===== config.mk =====
export PLATFORM = sky130hd
export DESIGN_NAME = csr_access_unit
export DESIGN_NICKNAME = d
export VERILOG_FILES = /design/src/rtl/csr_pkg.sv /design/src/rtl/csr_alu.sv /design/src/rtl/csr_access_unit.sv
export SDC_FILE = /design/constraint.sdc
export NUM_CORES = 1
export LEC_CHECK = 0
export ABC_AREA = 1
export CORE_UTILIZATION = 35
export DETAILED_ROUTE_END_ITERATION = 10
export PLACE_DENSITY_LB_ADDON = 0.12
export SYNTH_ARGS = -nofsm -noshare
export SYNTH_HDL_FRONTEND = slang
export SYNTH_HIERARCHICAL = 1
export SYNTH_SLANG_ARGS = --single-unit
export TNS_END_PERCENT = 30

===== constraint.sdc =====
create_clock -name clk -period 7.8 [get_ports clk]
set_input_delay 1.95 -clock clk [delete_from_list [all_inputs] [get_ports clk]]
set_output_delay 1.95 -clock clk [all_outputs]
set_load 0.05 [all_outputs]

===== src/rtl/csr_pkg.sv =====
// csr_pkg: shared definitions for the CSR access unit.
//   - funct3 encodings of the CSR instruction family
//   - sequencer state encoding
//   - CSR address width and the read-only address field value
package csr_pkg;

  localparam int CSR_AW = 12;

  // Top two address bits equal to this value mark a read-only CSR.
  localparam logic [1:0] CSR_RO_FIELD = 2'b11;

  localparam logic [2:0] CSR_RW  = 3'b001;
  localparam logic [2:0] CSR_RS  = 3'b010;
  localparam logic [2:0] CSR_RC  = 3'b011;
  localparam logic [2:0] CSR_RWI = 3'b101;
  localparam logic [2:0] CSR_RSI = 3'b110;
  localparam logic [2:0] CSR_RCI = 3'b111;

  typedef enum logic [1:0] {
    ST_IDLE  = 2'd0,
    ST_READ  = 2'd1,
    ST_WRITE = 2'd2,
    ST_RESP  = 2'd3
  } csr_state_t;

  // True when the two top address bits select the read-only CSR space.
  function automatic logic csr_is_ro(input logic [1:0] addr_field);
    return (addr_field == CSR_RO_FIELD);
  endfunction

endpackage


===== src/rtl/csr_alu.sv =====
// csr_alu: combinational new-value computation for one CSR instruction.
// Ports:
//   funct3       in   instruction funct3
//   old_val      in   current CSR value
//   src_val      in   rs1 value or zero-extended uimm
//   src_zero     in   rs1 index / uimm field is zero
//   new_val      out  value to write back
//   write_needed out  instruction performs a CSR write
//   illegal      out  funct3 does not encode a CSR operation
// The read-only address check is applied by the caller, which owns the address.
module csr_alu
  import csr_pkg::*;
#(
  parameter int XLEN = 32
) (
  input  logic [2:0]      funct3,
  input  logic [XLEN-1:0] old_val,
  input  logic [XLEN-1:0] src_val,
  input  logic            src_zero,
  output logic [XLEN-1:0] new_val,
  output logic            write_needed,
  output logic            illegal
);

  // Decode funct3 into the bitwise operation and its write requirement.
  always_comb begin
    new_val      = {XLEN{1'b0}};
    write_needed = 1'b0;
    illegal      = 1'b0;
    case (funct3)
      CSR_RW, CSR_RWI: begin
        new_val      = src_val;
        write_needed = 1'b1;
      end
      // Set/clear with a zero source is a pure read and must not write.
      CSR_RS, CSR_RSI: begin
        new_val      = old_val | src_val;
        write_needed = ~src_zero;
      end
      CSR_RC, CSR_RCI: begin
        new_val      = old_val & ~src_val;
        write_needed = ~src_zero;
      end
      default: begin
        illegal = 1'b1;
      end
    endcase
  end

endmodule


===== src/rtl/csr_access_unit.sv =====
// csr_access_unit: sequences one CSR instruction at a time against the
// single read/write port of the CSR file (IDLE -> READ -> [WRITE] -> RESP).
// Ports:
//   clk, rst                    clock, async active-high reset
//   req_valid/req_ready         request handshake from execute
//   req_funct3/addr/src/src_zero instruction fields
//   resp_valid/resp_ready       response handshake to the pipeline
//   resp_rdata/resp_illegal     old CSR value / illegal-instruction flag
//   csr_addr/csr_wdata/csr_w_enable/csr_rdata  CSR file port
// All outputs are registered; csr_rdata is combinational from csr_addr.
module csr_access_unit #(
  parameter int XLEN   = 32,
  parameter int CSR_AW = csr_pkg::CSR_AW
) (
  input  logic              clk,
  input  logic              rst,
  input  logic              req_valid,
  output logic              req_ready,
  input  logic [2:0]        req_funct3,
  input  logic [CSR_AW-1:0] req_addr,
  input  logic [XLEN-1:0]   req_src,
  input  logic              req_src_zero,
  output logic              resp_valid,
  input  logic              resp_ready,
  output logic [XLEN-1:0]   resp_rdata,
  output logic              resp_illegal,
  output logic [CSR_AW-1:0] csr_addr,
  output logic [XLEN-1:0]   csr_wdata,
  output logic              csr_w_enable,
  input  logic [XLEN-1:0]   csr_rdata
);
  import csr_pkg::*;

  csr_state_t        state_q, state_d;
  logic [2:0]        funct3_q, funct3_d;
  logic [XLEN-1:0]   src_q, src_d;
  logic              src_zero_q, src_zero_d;
  logic [XLEN-1:0]   old_q, old_d;
  logic              req_ready_q, req_ready_d;
  logic              resp_valid_q, resp_valid_d;
  logic [XLEN-1:0]   resp_rdata_q, resp_rdata_d;
  logic              resp_illegal_q, resp_illegal_d;
  logic [CSR_AW-1:0] csr_addr_q, csr_addr_d;
  logic [XLEN-1:0]   csr_wdata_q, csr_wdata_d;
  logic              csr_w_enable_q, csr_w_enable_d;

  logic [XLEN-1:0]   alu_new_s;
  logic              alu_write_needed_s;
  logic              alu_illegal_s;
  logic              illegal_s;

  // csr_addr_q holds the latched address throughout READ, so csr_rdata is the old value.
  csr_alu #(.XLEN(XLEN)) u_alu (
    .funct3       (funct3_q),
    .old_val      (csr_rdata),
    .src_val      (src_q),
    .src_zero     (src_zero_q),
    .new_val      (alu_new_s),
    .write_needed (alu_write_needed_s),
    .illegal      (alu_illegal_s)
  );

  // Illegal on a bad funct3 or on any write attempt into read-only CSR space.
  assign illegal_s = alu_illegal_s |
                     (alu_write_needed_s & csr_is_ro(csr_addr_q[CSR_AW-1 -: 2]));

  // Next-state and next-output computation for the sequencer.
  always_comb begin
    state_d        = state_q;
    funct3_d       = funct3_q;
    src_d          = src_q;
    src_zero_d     = src_zero_q;
    old_d          = old_q;
    resp_valid_d   = resp_valid_q;
    resp_rdata_d   = resp_rdata_q;
    resp_illegal_d = resp_illegal_q;
    csr_addr_d     = csr_addr_q;
    csr_wdata_d    = csr_wdata_q;
    csr_w_enable_d = csr_w_enable_q;
    case (state_q)
      ST_IDLE: begin
        // Address is registered at accept so it is already on the port in READ.
        if (req_valid && req_ready_q) begin
          state_d    = ST_READ;
          funct3_d   = req_funct3;
          src_d      = req_src;
          src_zero_d = req_src_zero;
          csr_addr_d = req_addr;
        end else begin
          state_d    = ST_IDLE;
        end
      end
      ST_READ: begin
        old_d = csr_rdata;
        if (alu_write_needed_s && !illegal_s) begin
          state_d        = ST_WRITE;
          csr_wdata_d    = alu_new_s;
          csr_w_enable_d = 1'b1;
        end else begin
          state_d        = ST_RESP;
          csr_addr_d     = {CSR_AW{1'b0}};
          resp_valid_d   = 1'b1;
          resp_rdata_d   = illegal_s ? {XLEN{1'b0}} : csr_rdata;
          resp_illegal_d = illegal_s;
        end
      end
      ST_WRITE: begin
        state_d        = ST_RESP;
        csr_addr_d     = {CSR_AW{1'b0}};
        csr_wdata_d    = {XLEN{1'b0}};
        csr_w_enable_d = 1'b0;
        resp_valid_d   = 1'b1;
        resp_rdata_d   = old_q;
        resp_illegal_d = 1'b0;
      end
      ST_RESP: begin
        if (resp_ready) begin
          state_d        = ST_IDLE;
          resp_valid_d   = 1'b0;
          resp_rdata_d   = {XLEN{1'b0}};
          resp_illegal_d = 1'b0;
        end else begin
          state_d        = ST_RESP;
        end
      end
      default: begin
        state_d        = ST_IDLE;
        resp_valid_d   = 1'b0;
        resp_rdata_d   = {XLEN{1'b0}};
        resp_illegal_d = 1'b0;
        csr_addr_d     = {CSR_AW{1'b0}};
        csr_wdata_d    = {XLEN{1'b0}};
        csr_w_enable_d = 1'b0;
      end
    endcase
    req_ready_d = (state_d == ST_IDLE);
  end

  // State and registered outputs; reset clears everything, aborting any operation.
  always_ff @(posedge clk or posedge rst) begin
    if (rst) begin
      state_q        <= ST_IDLE;
      funct3_q       <= 3'b000;
      src_q          <= {XLEN{1'b0}};
      src_zero_q     <= 1'b0;
      old_q          <= {XLEN{1'b0}};
      req_ready_q    <= 1'b0;
      resp_valid_q   <= 1'b0;
      resp_rdata_q   <= {XLEN{1'b0}};
      resp_illegal_q <= 1'b0;
      csr_addr_q     <= {CSR_AW{1'b0}};
      csr_wdata_q    <= {XLEN{1'b0}};
      csr_w_enable_q <= 1'b0;
    end else begin
      state_q        <= state_d;
      funct3_q       <= funct3_d;
      src_q          <= src_d;
      src_zero_q     <= src_zero_d;
      old_q          <= old_d;
      req_ready_q    <= req_ready_d;
      resp_valid_q   <= resp_valid_d;
      resp_rdata_q   <= resp_rdata_d;
      resp_illegal_q <= resp_illegal_d;
      csr_addr_q     <= csr_addr_d;
      csr_wdata_q    <= csr_wdata_d;
      csr_w_enable_q <= csr_w_enable_d;
    end
  end

  assign req_ready    = req_ready_q;
  assign resp_valid   = resp_valid_q;
  assign resp_rdata   = resp_rdata_q;
  assign resp_illegal = resp_illegal_q;
  assign csr_addr     = csr_addr_q;
  assign csr_wdata    = csr_wdata_q;
  assign csr_w_enable = csr_w_enable_q;

endmodule


== Yosys cells after proc, flatten, opt, wreduce, memory -nomap -nowiden ==
Index checks and enable logic that the tools add are counted.
Word-level totals
  register bits after elaboration: 150
  word-level logic and storage cells: 72
  bits of input ports: 84
  output and inout bits: 80
Operators by class
  reduce and logical (&&, ||, !) cells: 17
  equality and inequality tests: 14
  bitwise gates (word level): 6
  muxes and demuxes: 23
Operator list (count)
  $pmux 32 s3: 2
  $mux 32: 4
  $pmux 32 s2: 1
  $pmux 12 s3: 1
  $and 32x32->32: 1
  $not 32->32: 1
  $or 32x32->32: 1
  $mux 12: 2
  $eq 3x3->1 const B: 3
  $ne 2x2->1 const B: 4
  $pmux 2 s4: 1
  $mux 1: 7
  $eq 2x2->1 const B: 3
  $eq 3x2->1 const B: 2
  $pmux 1 s3: 2
  $reduce_and 3->1: 2
  $reduce_bool 3->1: 2
  $reduce_or 2->1: 3
  $reduce_or 6->1: 1
  $logic_not 2->1: 2
  $pmux 1 s2: 2
  $reduce_and 2->1: 2
  $reduce_or 4->1: 1
  $eq 3x1->1 const B: 1
  8 further kinds: 9

== Depth between registers and ports, before layout ==
  depth in word-level cells: 10
  mapped depth: 11
  mapped depth without buffers: 10

== Modules after synthesis ==
Netlist, hierarchy kept.
By module, submodules not included
  csr_access_unit: instances 1, area each 6158.4 um2, cells each 653, sequential area each 3753.6 um2
  csr_alu: instances 1, area each 668.1 um2, cells each 144, sequential area each 0.0 um2

== Worst setup path after synthesis ==
OpenSTA, ideal clock, no wires.
  kind: input-to-reg
  start point: in req_valid
  end point: reg funct3_q[2]
  arrival time: 2.788 ns
  required time: 7.675 ns
  setup time: 0.125 ns
  buffers on the path: 2
  cell stages on the path: 4
  slack: 4.888 ns
  cells stage by stage: nand3_1 -> buf_2 -> buf_2 -> mux2_2
Between the ends
  cells in the longest elaborated chain, start to end: 2
Ends and longest elaborated chain
  from (decl): line csr_access_unit.sv:17  | input logic req_valid,
  $logic_and 1x1->1: line csr_access_unit.sv:83  | if (req_valid && req_ready_q) begin
  $reduce_and 2->1 (no source line)
  to (signal assigned): line csr_access_unit.sv:156  | funct3_q <= funct3_d;
  to (decl): line csr_access_unit.sv:35  | logic [2:0] funct3_q, funct3_d;
Every way passes these cells.
A chain may end at the register's enable or synchronous reset.

== Worst setup path in the final report ==
  start point: reg csr_addr_q[11], in the netlist csr_addr[11]
  end point: out csr_addr[11]
RTL lines
  from (decl): line csr_access_unit.sv:43  | logic [CSR_AW-1:0] csr_addr_q, csr_addr_d;
  from (signal assigned): line csr_access_unit.sv:151  | csr_addr_q <= {CSR_AW{1'b0}};
  from (signal assigned): line csr_access_unit.sv:164  | csr_addr_q <= csr_addr_d;
  to (decl): line csr_access_unit.sv:27  | output logic [CSR_AW-1:0] csr_addr,
No word-level cell between the ends.

==> results.txt <==
Outcome = completed
Number of global-route vias before repair = 5428
Pre-CTS WS = 3.72 ns
DP HPWL = 12.4 mm
Final Hold Fails = 0
Final setup vio count = 0
Max_slew headroom = 33.7%
CP max-delay cell = clkdlybuf4s50_1
Worst-Skew Late Latency = 0.42 ns
Area Overhead vs Synth = 35.3%
Fin area = 9190 um^2
Layout cells sized above 1 = 9.36%
CTS Buffer Depth = 2
Startpoint class of the critical path = register
First-pass GRT wire length = 31.1 mm
Hold_buf cts = 0
PortBufs = 162
Worst Path Arrival = 1.67 ns
Nets = 1026
Total track usage = 20.6%
Max_cap viols = 0
# resized after CTS = 0
Unrepaired setup endpoints after global routing = false
Clock period minus worst slack = 3.62 ns
VDD IR max = 0.000276 V
Initial core utilization = 36.1%
Antenna violations before repair = 1
Max Slew Vio Count = 0
CORE AREA = 18800 um^2
CTS clock-pin slew for the worst setup and hold paths = 0.06 ns
DRC errors left = 0
Root buf cell = clkbuf_16
# diodes = 0
Crit path required time = 5.85 ns
Vias = 5668
DRT Wirelength = 19.5 mm
Worst slew pin tran = 0.990 ns
Crit Path Class = reg2out
Max Clock Freq = 276 MHz
Tcrit/Tclk final = 46.4%
Fill cell count = 1818
Final core utilization = 48.8%
Top delay family on crit path = buffers and inverters
Routed length per placed instance = 16.1 um
Clk sink count = 149
Cells after synthesis = 795
Syn Area/Cell = 8.54 um^2
Kind of end point of the critical path = output port
DR top layer = met5
Total power = 4.58 mW
DRT iter0 DRCs = 299
Row cnt = 50
RePlAce Congestion = 0.746
Die area = 20000 um^2
Final WS setup = 4.18 ns
Die width = 141 um
Hold crit path type = reg2reg
CP Max Fanout = 4
Met2 WL = 9.46 mm
Die Ht = 141 um
DR WL met3 = 1.18 mm
Max stage delay on crit path = 0.83 ns
Crit-path cells = clkdlybuf4s50_1
TritonCTS clock tree = yes
CTS Buf Count = 17
Synthesis warning total = 6
Post-CTS setup buffers = 0
M1 WL = 8.76 mm
WP buf/inv = 1
PwrDens = 499 nW/um^2
H-tree Lvls = 4
Syn Nets = 883
Cell Area, Synth = 6790 um^2
Largest net degree at the start of global routing = 100
Antenna viol nets, final = 0
Vias per inst = 4.68
Lkg Pwr = 4.46 nW
Ports = 164
Global route total overflow = 0
Setup TNS = 0 ns
First-pass DRT Iterations = 5
Placed cell areas = 8560 um^2
Setup Skew = 0.0110 ns
[power by group]
group | internal [mW] | total, mW | switching (mW)
combinational | 0.755 | 2.38 | 1.62
clock | 0.538 | 0.869 | 0.331
sequential | 1.14 | 1.34 | 0.196
[metrics by stage]
stage / instances / hold WS, ns
final: 1211 / 0.468
after global placement: 1179 / 0.453
after CTS: 1211 / 0.474
after detailed placement: 1179 / 0.459
after global routing: 1211 / 0.480
after floorplan: 795 / 0.474
[path summary, 6_finish.rpt]
path	startpoint	end	slack [ns]	cells after the start
max in group asynchronous	rst	csr_addr[10]	4.49	3
worst min-delay path	csr_wdata[10]	csr_wdata[10]	0.47	2
min in group asynchronous	rst	csr_wdata[2]	2.09	2
worst max-delay path	csr_addr[11]	csr_addr[11]	4.18	1
worst max register to register	funct3_q[1]	resp_rdata[2]	4.44	9
worst min register to register	csr_wdata[10]	csr_wdata[10]	0.47	2
[registers in the layout, indices dropped and copies added, names as in the netlist, 2 cells and up]
| register | cells |
|---|---|
| resp_rdata | 32 |
| old_q | 32 |
| state_q | 2 |
| funct3_q | 2 |
| csr_addr | 12 |
| csr_wdata | 32 |
| src_q | 32 |
[layer usage]
metal	GRT usage (%)	vias to the layer above
li1	-	2808
met1	26.9	2700
met2	33.8	149
met3	4.76	9
met4	6.18	2
met5	0	-
[final cells by class]
class	instances	area [um^2]	area share, %
Timing Repair Buffer	168	1670	18.1
Clock buffer	21	480	5.23
Sequential cell	149	3730	40.6
Tap cell	260	325	3.54
Clock inverter	11	149	1.62
Inverter	46	178	1.93
Multi-Input combinational cell	556	2660	29.0
[placed cells by master, fill, tap and decap left out]
cell type / n
buf_4: 6
bufinv_16: 3
clkbuf_16: 17
clkbuf_8: 4
clkdlybuf4s50_1: 162
clkinv_2: 2
clkinv_4: 3
clkinvlp_4: 3
dfrtp_1: 149
ha_1: 3
ha_2: 1
inv_1: 43
inv_2: 2
inv_6: 1
mux2_2: 35
nand2_1: 359
nand2_4: 1
nand3_1: 29
nand3_2: 6
nand3_4: 1
nand4_2: 1
nor2_1: 35
nor2_4: 2
o21ai_0: 50
o21ai_4: 1
o22ai_1: 32
No activity file was read; power rests on OpenSTA's default activity.
